### src/rtl/pipe_ctrl_gen.sv
// Pipeline stall/flush controller: per-stage freeze vector from hazard requests and
// a multi-cycle unit, plus a registered one-cycle flush with redirect PC on exceptions.
module pipe_ctrl_gen #(
  parameter int              STAGES    = 6,
  parameter int              NREQ      = 2,
  parameter logic [NREQ*4-1:0] REQ_STAGE = {4'd3, 4'd2},
  parameter int              MC_STAGE  = 3
) (
  input  logic              clk,
  input  logic              resetn,
  input  logic [NREQ-1:0]   stall_req,
  input  logic              mc_start,
  input  logic [7:0]        mc_cycles,
  input  logic              excp_valid,
  input  logic [31:0]       excp_pc,
  output logic [STAGES-1:0] stall,
  output logic              flush,
  output logic [31:0]       new_pc,
  output logic              mc_busy,
  output logic [31:0]       stall_cnt
);

  // state   | meaning
  // IDLE    | no multi-cycle op, no redirect pending
  // MC_BUSY | multi-cycle counter nonzero, front stages frozen
  // FLUSH   | one-cycle flush with redirect PC, stall suppressed
  typedef enum logic [1:0] {IDLE, MC_BUSY, FLUSH} state_t;

  state_t            state_q, state_d;
  logic [7:0]        cnt_q, cnt_d;
  logic [31:0]       pc_q, pc_d;
  logic [STAGES-1:0] stall_raw;

  function automatic logic [STAGES-1:0] mask(input int k);
    logic [STAGES-1:0] m;
    for (int i = 0; i < STAGES; i++) m[i] = (i <= k);
    return m;
  endfunction

  assign mc_busy = (state_q == MC_BUSY);
  assign flush   = (state_q == FLUSH);
  assign new_pc  = flush ? pc_q : 32'd0;

  always_comb begin
    stall_raw = '0;
    for (int i = 0; i < NREQ; i++)
      if (stall_req[i]) stall_raw |= mask(int'(REQ_STAGE[i*4 +: 4]));
    if (mc_busy) stall_raw |= mask(MC_STAGE);
  end

  // Gated by resetn so requests cannot leak through while the block is held in reset.
  assign stall = (resetn && !flush) ? stall_raw : '0;

  always_comb begin
    state_d = state_q;
    cnt_d   = cnt_q;
    pc_d    = pc_q;
    if (excp_valid) begin
      state_d = FLUSH;
      cnt_d   = 8'd0;
      pc_d    = excp_pc;
    end else begin
      case (state_q)
        IDLE: begin
          if (mc_start && (mc_cycles != 8'd0)) begin
            state_d = MC_BUSY;
            cnt_d   = mc_cycles;
          end
        end
        MC_BUSY: begin
          cnt_d = cnt_q - 8'd1;
          if (cnt_q == 8'd1) state_d = IDLE;
        end
        FLUSH:   state_d = IDLE;
        default: state_d = IDLE;
      endcase
    end
  end

  always_ff @(posedge clk or negedge resetn) begin
    if (!resetn) begin
      state_q <= IDLE;
      cnt_q   <= 8'd0;
      pc_q    <= 32'd0;
    end else begin
      state_q <= state_d;
      cnt_q   <= cnt_d;
      pc_q    <= pc_d;
    end
  end

  always_ff @(posedge clk or negedge resetn) begin
    if (!resetn)
      stall_cnt <= 32'd0;
    else if ((stall != '0) && (stall_cnt != 32'hFFFF_FFFF))
      stall_cnt <= stall_cnt + 32'd1;
  end

endmodule

### config.mk
export PLATFORM = sky130hd
export DESIGN_NAME = pipe_ctrl_gen
export DESIGN_NICKNAME = d
export VERILOG_FILES = /design/src/rtl/pipe_ctrl_gen.sv
export SDC_FILE = /design/constraint.sdc
export NUM_CORES = 1
export LEC_CHECK = 0
export BUFFER_PORTS_ARGS = -buffer_cell sky130_fd_sc_hd__buf_2
export CORE_ASPECT_RATIO = 1.5
export CORE_MARGIN = 3
export CORE_UTILIZATION = 35
export DETAILED_ROUTE_END_ITERATION = 7
export PLACE_DENSITY = 0.56
export SLEW_MARGIN = 20
export SYNTH_ARGS = -nofsm -noshare
export SYNTH_HDL_FRONTEND = slang
export SYNTH_SLANG_ARGS = --single-unit
### constraint.sdc
create_clock -name clk -period 3.51 [get_ports clk]
set_clock_uncertainty 0.1 [all_clocks]
set_input_delay 1.053 -clock clk [delete_from_list [all_inputs] [get_ports clk]]
set_output_delay 1.053 -clock clk [all_outputs]
set_load 0.03 [all_outputs]
==> impl_metrics.csv <==
group,metric,value,unit
synth,ys_async_sr_fraction,1.00,
detailed_routing,routed-via-count,2943,
synth,synth.yosys.seq_area_share,0.505,
detailed_routing,postRouteAntennaNets,0,
place,hpwlAfterDp,6270,um
synth,syn_avg_cell_area,10.9,um2
grt,grt_usage,0.153,
sta,worst_tran_pin_value,0.885,ns
sta,final-setup-viol-count,0,
synth,synth_largest_type_area_fraction,0.505,
setup_path,critical_path_class,"input port to primary output",
synth,synth_area_leaders,"dfrtp_1 (51%), mux2_2 (10%), and2_1 (6.0%), xnor2_1 (4.5%), nand3_1 (2.5%)",
sta,worst_slew_margin_rel,0.410,
cts,worst_skew_pair.late_latency,0.32,ns
final_layout,antenna_cells,0,
detailed_routing,drc,0,
power,p_leak,2.30,nW
cts,cts-htree-levels,3,
setup_path,critical_path_capture_point,"stall[0]",
setup_path,worstSetupEndpointType,"primary output",
sta,clock.fmax,0.300,GHz
setup_path,regToRegSetupSlack,1.09,ns
detailed_routing,drt-vias-per-instance,4.91,
detailed_routing,drt_pre_antenna_iters,4,
die,fp.coreArea,0.0102,mm2
place,placement.io_buffers,115,
detailed_routing,routed_wirelength,8520,um
setup_path,cp_arrival,2.18,ns
final_layout,design.final.nets,502,
synth,ys_dominant_reg_cell,"dfrtp_1",
status,run_status,"complete, no violations",
sta,totalNegativeSetupSlack,0,ns
cts,cts_tree,"yes",
synth,ys_seq_elements,74,
synth,synth.cell_area,0.00367,mm2
synth,synth_cells,336,
sta,final_hold_viol_count,0,
grt,overflow,0,
cts,post-cts-setup-buffers,0,
run,max-cap-violations,0,
cts,clock_sinks,74,
die,die_width,89.6,um
final_layout,multi_input_area,0.00171,mm2
cts,post_cts_resized,0,
sta,rsz0062_at_grt,"no",
grt,grt_pass1_wl,14000,um
sta,final.period_utilization,0.951,
final_layout,seq_area,0.00185,mm2
power,max-vdd-ir-drop,0.278,mV
cts,clk_transition_reported_paths,0.05,ns
cts,cts_max_path_buffers,2,
place,finalWeightedCongestion,0.789,
setup_path,worstReg2RegStart,"stall_cnt[4]$_DFFE_PN0P_",
synth,synth_enable_flop_cells,0,
setup_path,cp_max_fo,7,
grt,via_count_of_the_first_global_routing_pass,2850,
final_layout,area_growth,28.3,%
setup_path,start_kind,"input port",
sta,hold-worst-slack,0.395,ns
synth,yosys.cell_types.count,52,
sta,fin_crit,3.34,ns
setup_path,cp.required,2.36,ns
die,initial_utilization,0.360,
grt,antenna_found_initial,0,
detailed_routing,drt_iter0_drc,147,
sta,timing.final.max_slew_violations,0,
setup_path,launching_element_of_the_worst_setup_path,"stall_req[1]",
synth,library_cell_with_the_largest_summed_area_after_synthesis,"dfrtp_1",
die,floorplan.die_area,0.0118,mm2
cts,clockRootBuffer,"clkbuf_16",
grt,largest_net_degree_at_the_start_of_global_routing,49,
synth,ys_warn_count,0,
cts,cts_inserted_buffers,9,
power,pwr_density_cell,517,mW/mm2
final_layout,finish.utilization,0.462,
detailed_routing,routedWlPerCell,14.2,um
setup_path,r2r_depth,5,
hold_path,worst_min_delay_path_category,"register to register",
cts,post_cts_hold_buffer_count,0,
final_layout,post_route_cells_drive_above_1_share,0.393,
final_layout,fillerInstances,989,
die,floorplan.rows,45,
die,ios,118,
die,die_h,131,um
setup_path,worst_r2r_endpoint,"stall_cnt[29]$_DFFE_PN0P_",
-- stage by stage --
stage | setup WS [ns] | power [mW] | instance area, um2 | instances
after CTS | 0.151 | 2.47 | 4700 | 599
after global placement | 0.193 | 1.46 | 4380 | 583
after global routing | 0.0971 | 2.56 | 4700 | 599
final | 0.174 | 2.43 | 4700 | 599
after detailed placement | 0.157 | 1.47 | 4380 | 583
after floorplan | 0.361 | 1.31 | 3670 | 337
-- synth_stat cells (all sizes together), types with 2 or more instances --
cell type	instances
dfrtp	74
and2	36
mux2	33
nand2	19
nand3	19
nor2	19
xnor2	19
a21oi	13
nand4	11
nor3	10
clkbuf	8
inv	8
xor2	8
buf	7
o21ai	7
and3	5
a31oi	4
nor4	4
a211oi	3
and4	3
ha	3
or4	3
a22o	2
a311oi	2
nand2b	2
-- kinds of logic after synthesis --
| group | synth area share |
|---|---|
| other | 0.00102 |
| AOI/OAI and AO/OA | 0.0703 |
| DFF | 0.505 |
| and+or+nand+nor | 0.212 |
| muxes | 0.104 |
| xor gates and xnor gates | 0.0645 |
| buffers and inverters | 0.0297 |
| adders and majority gates | 0.0130 |
-- worst min path at each step --
| stage | from | to | slack (ns) | depth (start not counted) |
|---|---|---|---|---|
| floorplan | pc_q[0]$_DFFE_PN0P_ | pc_q[0]$_DFFE_PN0P_ | 0.37 | 1 |
| global placement | pc_q[1]$_DFFE_PN0P_ | pc_q[1]$_DFFE_PN0P_ | 0.38 | 1 |
| detailed placement | pc_q[29]$_DFFE_PN0P_ | pc_q[29]$_DFFE_PN0P_ | 0.39 | 1 |
| CTS | pc_q[29]$_DFFE_PN0P_ | pc_q[29]$_DFFE_PN0P_ | 0.40 | 1 |
| global route | resetn | state_q[1]$_DFFE_PN0P_ | 0.41 | 1 |
| finish | pc_q[9]$_DFFE_PN0P_ | pc_q[9]$_DFFE_PN0P_ | 0.39 | 1 |
-- cells in the final DEF (no fill, tap or decap), drive strengths merged, types with 9 or more instances in the layout --
master,instances
nor2,19
and2,36
inv,9
nor3,10
nand2,19
buf,120
nand3,19
mux2,33
xnor2,19
nand4,11
dfrtp,74
a21oi,13
clkbuf,12
-- sequential cells by signal, indices dropped and copies added, names as in the netlist --
| signal | count |
|---|---|
| pc_q | 32 |
| stall_cnt | 32 |
| cnt_q | 8 |
| state_q | 2 |
-- per-layer routing --
metal / GRT usage / share of wire
met5: 0 / 0
met4: 0.0571 / 0.013
met3: 0.0332 / 0.051
met2: 0.248 / 0.52
met1: 0.194 / 0.42
-- layout make-up --
class / count / area share
Tap cell: 141 / 0.0375
Sequential cell: 74 / 0.394
Clock buffer: 12 / 0.0524
Clock inverter: 4 / 0.0157
Multi-Input combinational cell: 240 / 0.363
Inverter: 8 / 0.00638
Timing Repair Buffer: 120 / 0.131
-- power breakdown --
part           internal (mW)  switching (mW)  total (mW)
Sequential             0.932          0.0715        1.00
Combinational          0.168           0.277       0.445
Clock                  0.644           0.340       0.983
-- worst max-delay path, stage by stage --
cell and delay [ns]:
buf_2 0.11, or3b_1 0.39, a22oi_2 0.29, inv_2 0.13
buf_2 0.20
No activity file was read; power rests on OpenSTA's default activity.
